**config.mk**
```make
export PLATFORM = sky130hd
export DESIGN_NAME = alarm_scheduler_flat
export DESIGN_NICKNAME = d
export VERILOG_FILES = /design/src/rtl/alarm_pkg.sv /design/src/rtl/alarm_scheduler_if.sv /design/src/rtl/alarm_time_reg.sv /design/src/rtl/alarm_scheduler.sv /design/src/flat_wrapper.sv
export SDC_FILE = /design/constraint.sdc
export NUM_CORES = 1
export LEC_CHECK = 0
export CAP_MARGIN = 40
export CORE_MARGIN = 1.5
export CORE_UTILIZATION = 42
export CTS_CLUSTER_SIZE = 40
export DETAILED_ROUTE_END_ITERATION = 8
export GPL_TIMING_DRIVEN = 0
export PLACE_DENSITY = 0.85
export REMOVE_ABC_BUFFERS = 1
export SLEW_MARGIN = 40
export SYNTH_ARGS = -nofsm -noshare
export SYNTH_HDL_FRONTEND = slang
export SYNTH_HIERARCHICAL = 1
export SYNTH_SLANG_ARGS = --single-unit
```
**constraint.sdc**
```tcl
create_clock -name clk_1Hz -period 1.8 [get_ports clk_1Hz]
set_input_delay 0.27 -clock clk_1Hz [delete_from_list [all_inputs] [get_ports clk_1Hz]]
set_output_delay 0.27 -clock clk_1Hz [all_outputs]
set_load 0.01 [all_outputs]
```
**src/rtl/alarm_pkg.sv**
```systemverilog
// -----------------------------------------------------------------------------
// alarm_pkg
// Shared definitions for the alarm scheduler slice: state encoding, set-mode
// encoding, hour/minute wrap limits and small helpers for the stored alarm time.
// Optional feature macro used by the slice: ALARM_SNOOZE_EN.
// -----------------------------------------------------------------------------
package alarm_pkg;

  // Alarm sequencing states.
  typedef enum logic [1:0] {
    IDLE   = 2'd0,
    RING   = 2'd1,
    SNOOZE = 2'd2
  } alarm_state_e;

  // Alarm-time edit modes selected by the set button.
  typedef enum logic [1:0] {
    SET_NONE = 2'd0,
    SET_HOUR = 2'd1,
    SET_MIN  = 2'd2
  } set_mode_e;

  localparam logic [7:0] HOUR_MAX = 8'd23;
  localparam logic [7:0] MIN_MAX  = 8'd59;

  // Increment with wrap to zero once the limit is reached.
  function automatic logic [7:0] wrap_inc(input logic [7:0] value,
                                          input logic [7:0] max);
    return (value >= max) ? 8'd0 : value + 8'd1;
  endfunction

  // Set button walks NONE -> HOUR -> MIN -> NONE.
  function automatic set_mode_e next_set_mode(input set_mode_e mode);
    case (mode)
      SET_NONE: return SET_HOUR;
      SET_HOUR: return SET_MIN;
      default:  return SET_NONE;
    endcase
  endfunction

endpackage

```
**src/rtl/alarm_scheduler_if.sv**
```systemverilog
// -----------------------------------------------------------------------------
// alarm_scheduler_if
// Bundles the clock-core time, user buttons and alarm outputs of the alarm
// scheduler. The master side (clock core / UI) drives time and buttons; the
// slave side (alarm_scheduler) drives the stored alarm time and the outputs.
//   hours/minutes/seconds : running time, 8 bits each
//   chime_in              : hourly chime from the clock core
//   alm_on                : alarm enable level
//   set_alm/inc/snooze/stop : one-cycle button pulses
//   alm_hours/alm_minutes : stored alarm time
//   alm_set_mode          : 0 none, 1 set hour, 2 set minute
//   ringing/snoozing/buzzer/led : alarm status and shared indicator drives
// Optional feature macro affecting the slave: ALARM_SNOOZE_EN.
// -----------------------------------------------------------------------------
interface alarm_scheduler_if;

  logic [7:0] hours;
  logic [7:0] minutes;
  logic [7:0] seconds;
  logic       chime_in;
  logic       alm_on;
  logic       set_alm;
  logic       inc;
  logic       snooze;
  logic       stop;

  logic [7:0] alm_hours;
  logic [7:0] alm_minutes;
  logic [1:0] alm_set_mode;
  logic       ringing;
  logic       snoozing;
  logic       buzzer;
  logic       led;

  modport master (
    output hours, minutes, seconds, chime_in, alm_on,
           set_alm, inc, snooze, stop,
    input  alm_hours, alm_minutes, alm_set_mode,
           ringing, snoozing, buzzer, led
  );

  modport slave (
    input  hours, minutes, seconds, chime_in, alm_on,
           set_alm, inc, snooze, stop,
    output alm_hours, alm_minutes, alm_set_mode,
           ringing, snoozing, buzzer, led
  );

endinterface

```
**src/rtl/alarm_time_reg.sv**
```systemverilog
// -----------------------------------------------------------------------------
// alarm_time_reg
// Holds the user-set alarm time and the edit mode. set_alm steps the edit mode
// NONE -> HOUR -> MIN -> NONE; inc bumps the field selected by the current
// mode with wrap (23 -> 0 for hours, 59 -> 0 for minutes).
//   clk_1Hz       : 1 Hz timing clock
//   rst           : asynchronous active-high reset
//   i_set_alm     : set-mode step pulse (already gated by the caller)
//   i_inc         : increment pulse
//   o_alm_hours   : stored alarm hour
//   o_alm_minutes : stored alarm minute
//   o_set_mode    : current edit mode
// -----------------------------------------------------------------------------
module alarm_time_reg
  import alarm_pkg::*;
(
  input  logic       clk_1Hz,
  input  logic       rst,
  input  logic       i_set_alm,
  input  logic       i_inc,
  output logic [7:0] o_alm_hours,
  output logic [7:0] o_alm_minutes,
  output logic [1:0] o_set_mode
);

  set_mode_e  r_mode;
  logic [7:0] r_hours;
  logic [7:0] r_minutes;

  // NOTE: state registers use non-blocking assignments so every flop samples
  // pre-edge values regardless of statement order.
  always_ff @(posedge clk_1Hz or posedge rst) begin
    if (rst) begin
      r_mode    <= SET_NONE;
      r_hours   <= 8'd0;
      r_minutes <= 8'd0;
    end else begin
      // inc acts on the mode in force before this edge, so a simultaneous
      // set_alm does not redirect it.
      if (i_inc && (r_mode == SET_HOUR)) r_hours   <= wrap_inc(r_hours, HOUR_MAX);
      if (i_inc && (r_mode == SET_MIN))  r_minutes <= wrap_inc(r_minutes, MIN_MAX);
      if (i_set_alm)                     r_mode    <= next_set_mode(r_mode);
    end
  end

  assign o_alm_hours   = r_hours;
  assign o_alm_minutes = r_minutes;
  assign o_set_mode    = r_mode;

endmodule

```
**src/rtl/alarm_scheduler.sv**
```systemverilog
// -----------------------------------------------------------------------------
// alarm_scheduler
// Single wake-up alarm beside the 24-hour clock core. Compares the running
// time against the stored alarm time, sequences IDLE / RING / SNOOZE, and
// arbitrates the shared buzzer and LED between the alarm and the hourly chime.
// One clock cycle is one second.
//   clk_1Hz : 1 Hz timing clock
//   rst     : asynchronous active-high reset
//   io_bus  : alarm_scheduler_if.slave (time, buttons, alarm outputs)
// Parameters: RING_SECS (1..63), SNOOZE_MIN (1..15), MAX_SNOOZE (1..7).
// Macro ALARM_SNOOZE_EN: when defined, builds the SNOOZE state and its
// counters; when undefined, snooze is ignored and snoozing is tied low.
// -----------------------------------------------------------------------------
module alarm_scheduler
  import alarm_pkg::*;
#(
  parameter int unsigned RING_SECS  = 30,
  parameter int unsigned SNOOZE_MIN = 5,
  parameter int unsigned MAX_SNOOZE = 3
) (
  input  logic             clk_1Hz,
  input  logic             rst,
  alarm_scheduler_if.slave io_bus
);

  localparam logic [5:0] RING_LOAD = 6'(RING_SECS);

  // ---------------------------------------------------------------------------
  // Stored alarm time and edit mode
  // ---------------------------------------------------------------------------
  logic [7:0]   w_alm_hours;
  logic [7:0]   w_alm_minutes;
  logic [1:0]   w_set_mode;
  logic         w_set_alm;

  alarm_state_e r_state;
  alarm_state_e w_next_state;

  // Editing the alarm is only allowed while nothing is sounding.
  assign w_set_alm = io_bus.set_alm & (r_state == IDLE);

  alarm_time_reg u_time_reg (
    .clk_1Hz       (clk_1Hz),
    .rst           (rst),
    .i_set_alm     (w_set_alm),
    .i_inc         (io_bus.inc),
    .o_alm_hours   (w_alm_hours),
    .o_alm_minutes (w_alm_minutes),
    .o_set_mode    (w_set_mode)
  );

  // ---------------------------------------------------------------------------
  // Match detection: sampled at the hh:mm:00 edge, acted on one edge later
  // ---------------------------------------------------------------------------
  logic w_match;
  logic r_match;

  assign w_match = io_bus.alm_on
                 && (w_set_mode == SET_NONE)
                 && (r_state == IDLE)
                 && (io_bus.hours   == w_alm_hours)
                 && (io_bus.minutes == w_alm_minutes)
                 && (io_bus.seconds == 8'd0);

  // ---------------------------------------------------------------------------
  // Counters and phase
  // ---------------------------------------------------------------------------
  logic [5:0] r_ring_cnt;
  logic [5:0] w_ring_cnt_nx;
  logic       r_phase;
  logic       w_phase_nx;

`ifdef ALARM_SNOOZE_EN
  localparam logic [9:0] SNZ_LOAD     = 10'(SNOOZE_MIN * 60);
  localparam logic [2:0] SNOOZE_LIMIT = 3'(MAX_SNOOZE);

  logic [9:0] r_snz_cnt;
  logic [9:0] w_snz_cnt_nx;
  logic [2:0] r_snooze_cnt;
  logic [2:0] w_snooze_cnt_nx;
`else
  // Snooze hardware is not built; the button and its sizing parameters have
  // no load in this configuration.
  logic w_unused_snooze;
  assign w_unused_snooze = io_bus.snooze ^ (SNOOZE_MIN != 0) ^ (MAX_SNOOZE != 0);
`endif

  // ---------------------------------------------------------------------------
  // Next-state logic
  // ---------------------------------------------------------------------------
  // NOTE: every signal written here gets a default first, so no path leaves
  // it unassigned and no latch is inferred.
  always_comb begin
    w_next_state  = r_state;
    w_ring_cnt_nx = r_ring_cnt;
`ifdef ALARM_SNOOZE_EN
    w_snz_cnt_nx    = r_snz_cnt;
    w_snooze_cnt_nx = r_snooze_cnt;
`endif

    case (r_state)
      IDLE: begin
        if (r_match) begin
          w_next_state  = RING;
          w_ring_cnt_nx = RING_LOAD;
`ifdef ALARM_SNOOZE_EN
          w_snooze_cnt_nx = 3'd0;
`endif
        end
      end

      RING: begin
        // Priority: stop, then an allowed snooze, then the timeout count.
        if (io_bus.stop) begin
          w_next_state = IDLE;
        end
`ifdef ALARM_SNOOZE_EN
        else if (io_bus.snooze && (r_snooze_cnt < SNOOZE_LIMIT)) begin
          w_next_state    = SNOOZE;
          w_snz_cnt_nx    = SNZ_LOAD;
          w_snooze_cnt_nx = r_snooze_cnt + 3'd1;
        end
`endif
        else if (r_ring_cnt <= 6'd1) begin
          w_next_state = IDLE;
        end else begin
          w_ring_cnt_nx = r_ring_cnt - 6'd1;
        end
      end

`ifdef ALARM_SNOOZE_EN
      SNOOZE: begin
        if (io_bus.stop) begin
          w_next_state = IDLE;
        end else if (r_snz_cnt <= 10'd1) begin
          // Snooze count is kept so the per-event limit spans re-rings.
          w_next_state  = RING;
          w_ring_cnt_nx = RING_LOAD;
        end else begin
          w_snz_cnt_nx = r_snz_cnt - 10'd1;
        end
      end
`endif

      default: w_next_state = IDLE;
    endcase

    // Disabling the alarm overrides every other event.
    if (!io_bus.alm_on) w_next_state = IDLE;

    // Phase restarts high on every RING entry and toggles while ringing.
    w_phase_nx = r_phase;
    if (w_next_state == RING) w_phase_nx = (r_state == RING) ? ~r_phase : 1'b1;
  end

  // ---------------------------------------------------------------------------
  // State, counters and registered outputs
  // ---------------------------------------------------------------------------
  logic r_ringing;
  logic r_buzzer;
  logic r_led;

  always_ff @(posedge clk_1Hz or posedge rst) begin
    if (rst) begin
      r_state    <= IDLE;
      r_match    <= 1'b0;
      r_ring_cnt <= 6'd0;
      r_phase    <= 1'b0;
      r_ringing  <= 1'b0;
      r_buzzer   <= 1'b0;
      r_led      <= 1'b0;
    end else begin
      r_state    <= w_next_state;
      r_match    <= w_match;
      r_ring_cnt <= w_ring_cnt_nx;
      r_phase    <= w_phase_nx;
      // Outputs are computed from the next state so they line up with r_state.
      r_ringing  <= (w_next_state == RING);
      r_buzzer   <= (w_next_state == RING) & w_phase_nx;
      // Alarm phase owns the LED while ringing; otherwise snooze or chime.
      r_led      <= (w_next_state == RING) ? w_phase_nx
                                           : ((w_next_state == SNOOZE) | io_bus.chime_in);
    end
  end

`ifdef ALARM_SNOOZE_EN
  logic r_snoozing;

  always_ff @(posedge clk_1Hz or posedge rst) begin
    if (rst) begin
      r_snz_cnt    <= 10'd0;
      r_snooze_cnt <= 3'd0;
      r_snoozing   <= 1'b0;
    end else begin
      r_snz_cnt    <= w_snz_cnt_nx;
      r_snooze_cnt <= w_snooze_cnt_nx;
      r_snoozing   <= (w_next_state == SNOOZE);
    end
  end

  assign io_bus.snoozing = r_snoozing;
`else
  assign io_bus.snoozing = 1'b0;
`endif

  assign io_bus.alm_hours    = w_alm_hours;
  assign io_bus.alm_minutes  = w_alm_minutes;
  assign io_bus.alm_set_mode = w_set_mode;
  assign io_bus.ringing      = r_ringing;
  assign io_bus.buzzer       = r_buzzer;
  assign io_bus.led          = r_led;

endmodule

```
**src/flat_wrapper.sv**
```systemverilog
// flat-port wrapper written by rule: the top's interface ports become plain ports
module alarm_scheduler_flat import alarm_pkg::*;
#(
  parameter int unsigned RING_SECS  = 30,
  parameter int unsigned SNOOZE_MIN = 5,
  parameter int unsigned MAX_SNOOZE = 3
)
  (clk_1Hz, rst, io_bus_hours, io_bus_minutes, io_bus_seconds, io_bus_chime_in, io_bus_alm_on, io_bus_set_alm, io_bus_inc, io_bus_snooze, io_bus_stop, io_bus_alm_hours, io_bus_alm_minutes, io_bus_alm_set_mode, io_bus_ringing, io_bus_snoozing, io_bus_buzzer, io_bus_led);
  alarm_scheduler_if io_bus_i ();
  input  logic clk_1Hz;
  input  logic rst;
  input wire logic [$bits(io_bus_i.hours)-1:0] io_bus_hours;
  input wire logic [$bits(io_bus_i.minutes)-1:0] io_bus_minutes;
  input wire logic [$bits(io_bus_i.seconds)-1:0] io_bus_seconds;
  input wire logic [$bits(io_bus_i.chime_in)-1:0] io_bus_chime_in;
  input wire logic [$bits(io_bus_i.alm_on)-1:0] io_bus_alm_on;
  input wire logic [$bits(io_bus_i.set_alm)-1:0] io_bus_set_alm;
  input wire logic [$bits(io_bus_i.inc)-1:0] io_bus_inc;
  input wire logic [$bits(io_bus_i.snooze)-1:0] io_bus_snooze;
  input wire logic [$bits(io_bus_i.stop)-1:0] io_bus_stop;
  output wire logic [$bits(io_bus_i.alm_hours)-1:0] io_bus_alm_hours;
  output wire logic [$bits(io_bus_i.alm_minutes)-1:0] io_bus_alm_minutes;
  output wire logic [$bits(io_bus_i.alm_set_mode)-1:0] io_bus_alm_set_mode;
  output wire logic [$bits(io_bus_i.ringing)-1:0] io_bus_ringing;
  output wire logic [$bits(io_bus_i.snoozing)-1:0] io_bus_snoozing;
  output wire logic [$bits(io_bus_i.buzzer)-1:0] io_bus_buzzer;
  output wire logic [$bits(io_bus_i.led)-1:0] io_bus_led;
  assign io_bus_i.hours = io_bus_hours;
  assign io_bus_i.minutes = io_bus_minutes;
  assign io_bus_i.seconds = io_bus_seconds;
  assign io_bus_i.chime_in = io_bus_chime_in;
  assign io_bus_i.alm_on = io_bus_alm_on;
  assign io_bus_i.set_alm = io_bus_set_alm;
  assign io_bus_i.inc = io_bus_inc;
  assign io_bus_i.snooze = io_bus_snooze;
  assign io_bus_i.stop = io_bus_stop;
  assign io_bus_alm_hours = io_bus_i.alm_hours;
  assign io_bus_alm_minutes = io_bus_i.alm_minutes;
  assign io_bus_alm_set_mode = io_bus_i.alm_set_mode;
  assign io_bus_ringing = io_bus_i.ringing;
  assign io_bus_snoozing = io_bus_i.snoozing;
  assign io_bus_buzzer = io_bus_i.buzzer;
  assign io_bus_led = io_bus_i.led;
  alarm_scheduler #(.RING_SECS(RING_SECS), .SNOOZE_MIN(SNOOZE_MIN), .MAX_SNOOZE(MAX_SNOOZE)) u_core (.clk_1Hz(clk_1Hz), .rst(rst), .io_bus(io_bus_i));
endmodule
```
# [Yosys cells after proc, flatten, opt, wreduce, memory -nomap -nowiden]
# Index checks and enable logic that the tools add are counted.
[totals] reg_bits=31 word_cells=57 inputBits=32 out_inout_bits=22
[classes] eq_ne=10 muxes=15 n_reduce_logical=12 bitwise=4 addsub=3 n_lt_le_gt_ge=3
[ops] cell="6-bit 2-to-1 mux" count=3
[ops] cell="8-bit by 1-bit adder with 8-bit output, second input constant" count=2
[ops] cell="8-bit == test" count=2
[ops] cell="8-bit 2-to-1 mux" count=2
[ops] cell="6-bit one-hot mux with 2 select lines" count=1
[ops] cell="8-bit by 5-bit >= comparator with 1-bit output, second input constant" count=1
[ops] cell="8-bit by 6-bit >= comparator with 1-bit output, second input constant" count=1
[ops] cell="8-bit logical NOT" count=1
[ops] cell="2-bit 2-to-1 mux" count=4
[ops] cell="2-bit one-hot mux with 2 select lines" count=2
[ops] cell="1-bit logical AND" count=7
[ops] cell="2-bit by 1-bit == test with 1-bit output, second input constant" count=3
[ops] cell="6-bit by 1-bit <= comparator with 1-bit output, second input constant" count=1
[ops] cell="6-bit by 1-bit subtractor with 6-bit output, second input constant" count=1
[ops] cell="2-bit == test, second input constant" count=2
[ops] cell="2-bit logical NOT" count=2
[ops] cell="2-bit inequality test, second input constant" count=2
[ops] cell="4-bit AND reduction" count=1
[ops] cell="1-bit 2-to-1 mux" count=3
[ops] cell="1-bit bitwise AND" count=2
[ops] cell="2-bit by 1-bit inequality test with 1-bit output, second input constant" count=1
[ops] cell="2-bit nonzero test" count=1
[ops] cell="1-bit NOT" count=1
[ops] cell="1-bit bitwise OR" count=1

# [Longest topological paths before layout]
# Gate-level depths: netlist of the first run.
[depth] ltp_word=8 ltp_mapped=6

# [Cells and area by module]
# The synthesis of the first run kept the hierarchy.
[by_module_without_submodules] mod="alarm_time_reg" area_each_um2=899.6 cells_per_inst=88 n_inst=1 seq_area_each_um2=450.4
[by_module_without_submodules] mod="alarm_scheduler" area_each_um2=840.8 cells_per_inst=86 n_inst=1 seq_area_each_um2=325.3

# [Worst setup path after synthesis of the first run]
# Ideal clock, no wire load.
[synth_path] kind="reg-to-reg" startpoint="register u_core.r_ring_cnt[0]" endpoint="register u_core.r_ring_cnt[5]" path_stages_with_launch=7 synth_period_minus_slack_ns=1.705 arrival_time_ns=1.627 t_required_ns=1.723 path_buffers=0 setup_slack_ns=0.095 cell_sequence="dfrtp_1 inv_1 ha_1 nor2_1 o21ai_4 or4_1 a21oi_1"
[synth_via] elab_chain_cells=4 elab_cells_between_ends=7 cone_classes="1 x add/sub; 1 x order compare; 1 x eq/ne; 3 x mux; 1 x reduce/logical"
[synth_lines] element="from (decl)" line_no="alarm_scheduler.sv:68" rtl="logic [5:0] r_ring_cnt;"
[synth_lines] element="from (signal assigned)" line_no="alarm_scheduler.sv:175" rtl="r_ring_cnt <= w_ring_cnt_nx;"
[synth_lines] element="6-bit by 1-bit subtractor with 6-bit output" line_no="alarm_scheduler.sv:127" rtl="w_ring_cnt_nx = r_ring_cnt - 6'd1;"
[synth_lines] element="6-bit 2-to-1 mux" line_no="alarm_scheduler.sv:124" rtl="else if (r_ring_cnt <= 6'd1) begin"
[synth_lines] element="6-bit 2-to-1 mux" line_no="alarm_scheduler.sv:114" rtl="if (io_bus.stop) begin"
[synth_lines] element="6-bit one-hot mux with 2 select lines" line_no="alarm_scheduler.sv:101" rtl="case (r_state)"
# Parallel ways exist; a longest one is shown, timed or not. The select of a mux whose other input is x is not followed.
# A chain may end at the register's enable or synchronous reset.

# [Worst setup path after layout of the first run]
# Same ends and word-level chain as after synthesis.

==> results by group, run 1 <==
Worst setup path
  • Crit path DAT: roughly 2.0 ns
  • Crit Path Category: flop to flop
  • CP Launch Type: flop
  • CP Data Required Time: 2.01 ns
  • CP Capture Type: flop
  • Worst-path fanout max: 7

Floorplanning
  • Num rows: 23
  • Overall die area: 0.004539 mm²
  • Initial Util: 0.4351
  • I/O pin count: 54
  • Die Span Y: 67.37 µm
  • Core box area: 0.004000 mm²
  • DIE WIDTH: between 60 and 70 µm

Yosys
  • Mapped Avg Cell Area: roughly 10 µm²
  • Prevailing post-synth register cell: dfrtp_1
  • Post-synthesis cell count: 174
  • Sequential-to-total area share from yosys stat: 0.4457
  • Yosys top cell area share: 0.4457
  • Synth unique cells: 45
  • Yosys warning count: 6
  • Area leader, netlist: dfrtp_1
  • Netlist Area Pre-Place: 0.001740 mm²
  • EDFF count, synth: 0
  • Most instantiated library cell after synthesis: dfrtp_1
  • Seq cells post-synth: 31
  • Synth async-reset ratio: 1.000
  • Top cells by area, synth: dfrtp_1, xnor2_1, nand3_1, o21ai_0, ha_1
  • Post-synth top cells: dfrtp_1, nand2_1, nand3_1

Detailed routing
  • Vias: 1519
  • Wire per inst: 14.03 µm
  • Initial drt markers: 67
  • Final WL: roughly 4.0 mm
  • Via density: between 5 and 6
  • Number of remaining DRC errors: 0
  • ANT nets after route: 0
  • DRT Pass-1 Iters: 4

GRT
  • Pin count of the biggest net entering global routing: 19
  • First-pass GRT wire length: 6.513 mm
  • Vias in the first global route: 1513
  • Total global-route track usage: 0.1965
  • Remaining global-route overflow: 0
  • Initial antenna violation count: 0

Final layout
  • N_diodes: 0
  • Cell area after layout: 0.002412 mm²
  • Layout cells sized above 1: 0.1034
  • Number of fill cells in the layout: 354
  • Final net count: 268
  • Utilization after layout: 0.6031
  • Synth-to-layout area growth: 38.61%

Clock tree
  • CTS Root Cell: clkbuf_8
  • Clk buf depth: 2
  • Cts hold-fix bufs: 0
  • CTS sink count: 31
  • Clk_lat worst skew: 0.28 ns
  • TritonCTS clock tree: yes
  • Clk slew on worst S/H paths: 0.06 ns
  • Num CTS Buffers: 5
  • H-tree lvl count: 2

Timing
  • Setup violators final: 0
  • Slew Viols, Final: 0
  • Minimum clock period: 1.765 ns
  • Hold Vio Cnt, Final: 0
  • Worst slew pin tran: roughly 0.67 ns
  • Fmax: roughly 570 MHz
  • Post-route clock period utilization: 0.9807
  • Max_slew headroom: 0.5516
  • Clock skew: 0.003043 ns

Outcome
  • Status: completed

Power and ir drop
  • Clock power share: 0.235
  • Static Leak: 0.9766 nW
  • Internal power: 1.549 mW
  • Combinational Power Share: 0.322
  • PD cells: between 900 and 1000 mW/mm²
  • Switching pwr: 782.3 µW
  • Net Sw Frac: 0.3355
  • Flop pwr share: 0.443
  • Total Power: 2.332 mW
  • Peak VDD IR: 0.0005929 V

Placed design
  • Port Buffers: 51
  • Final HPWL DP: 2.922 mm
  • GP Congestion: between 0.9 and 1
  • Placed Area: approximately 0.0023 mm²

Worst hold path
  • Worst min-delay path class: primary input to async pin

Run
  • Max Cap Viol: 0
[cells by family after synthesis]
family,count (synthesis),share of synthesized area
AND/OR/NAND/NOR,68,0.2286
buffers and inverters,12,0.03235
flip-flops,31,0.4457
multiplexers,2,0.01150
XOR/XNOR,17,0.08555
AO/OA/AOI/OAI,39,0.1654
other,1,0.002155
adder cells (fa/ha/maj),4,0.02876
[final timing paths]
check,from,to,slack [ns],depth (start not counted)
min in group clk_1Hz,u_core/r_phase,u_core/io_bus.buzzer,0.49,1
worst max register to register,u_core/r_ring_cnt[0],u_core/r_ring_cnt[5],0.03,6
worst min register to register,u_core/r_phase,u_core/io_bus.buzzer,0.49,1
worst max-delay path,u_core/r_ring_cnt[0],u_core/r_ring_cnt[5],0.03,6
max in group asynchronous,rst,u_core/u_time_reg/o_alm_minutes[0],0.95,2
worst min-delay path,rst,u_core/r_ring_cnt[0],0.35,2
[metrics by stage]
step | hold slack [ns] | setup WS, ns | setup TNS, ns | cells
after floorplan | 0.1470 | 0.09528 | 0 | 172
after global placement | 0.4789 | -0.1123 | -0.1930 | 273
after detailed placement | 0.4842 | -0.1914 | -0.3098 | 273
after CTS | 0.3555 | 0.03205 | 0 | 281
after global routing | 0.3901 | -0.01161 | -0.01161 | 282
final | 0.3470 | 0.03474 | 0 | 282
[power by group through the flow]
stage               Sequential [mW]  Combinational [mW]  Clock, mW
finish                         1.03               0.751      0.547
global route                   1.07               0.834      0.599
CTS                            1.04               0.752      0.559
detailed placement             1.05               0.743          0
global placement               1.04               0.725          0
floorplan                      1.05               0.342          0
[placed cells by master (no fill, tap or decap), types with 2 or more instances in the layout]
master	count
clkdlybuf4s50_1	51
dfrtp_1	31
nand2_1	13
nand3_1	13
xnor2_1	12
o21ai_0	11
inv_1	9
nor2_1	7
clkbuf_8	6
nand4_1	6
xor2_1	5
a21oi_1	5
and2_1	4
nor4_1	4
nor3_1	4
ha_1	4
o211ai_1	3
or3_1	3
o31ai_1	2
or4_4	2
o2111ai_1	2
a21boi_0	2
o21a_1	2
conb_1	2
buf_4	2
and3b_2	2
nand3b_1	2
mux2i_1	2
o22ai_1	2
and2_2	2
[worst max-delay path, stage by stage, from the launching register on]
cell and delay, ns:
dfrtp_1 0.42, buf_4 0.15, ha_1 0.22, nor2_4 0.15
o21ai_4 0.10, or4_4 0.51, a21oi_2 0.15
[sequential cells by signal, indices dropped and copies added (netlist names)]
register	count
u_core/u_time_reg/o_alm_minutes	8
u_core/io_bus.ringing	1
u_core/r_match	1
u_core/u_time_reg/o_alm_hours	8
u_core/u_time_reg/o_set_mode	2
u_core/r_state	2
u_core/io_bus.led	1
u_core/r_ring_cnt	6
u_core/io_bus.buzzer	1
u_core/r_phase	1
[cell type report]
type / count / area (µm²) / share of cell area
inverter: 9 / 33.78 / 0.01400
timing repair buffer: 53 / 525.5 / 0.2178
tap: 50 / 62.56 / 0.02593
clock buffer: 6 / 82.58 / 0.03423
multi-input combinational: 132 / 927.1 / 0.3843
sequential: 31 / 775.7 / 0.3216
clock inverter: 1 / 5.005 / 0.002075
[timing repair]
item / in CTS / in global routing
gates resized for setup: 2 / 2
setup endpoints to repair: 1 / 1
buffers inserted: 1 / 1
pin swaps: 0 / 1
[per-layer routing]
| layer | share of wire | wire [µm] | vias to the layer above | global-route usage |
|---|---|---|---|---|
| li1 | - | - | 747 | - |
| met1 | 0.44 | 1753 | 720 | 0.2404 |
| met2 | 0.49 | 1921 | 45 | 0.3193 |
| met3 | 0.057 | 225 | 7 | 0.05333 |
| met4 | 0.014 | 57 | 0 | 0.09694 |
| met5 | 0 | 0 | - | 0 |
Power figures use the tool's default switching activity.
==> run 2: changes to the inputs <==
Settings changed: CAP_MARGIN 40 to unset.
==> results of run 2 <==
The final DEF is identical to that of run 1; final timing and power are the same.
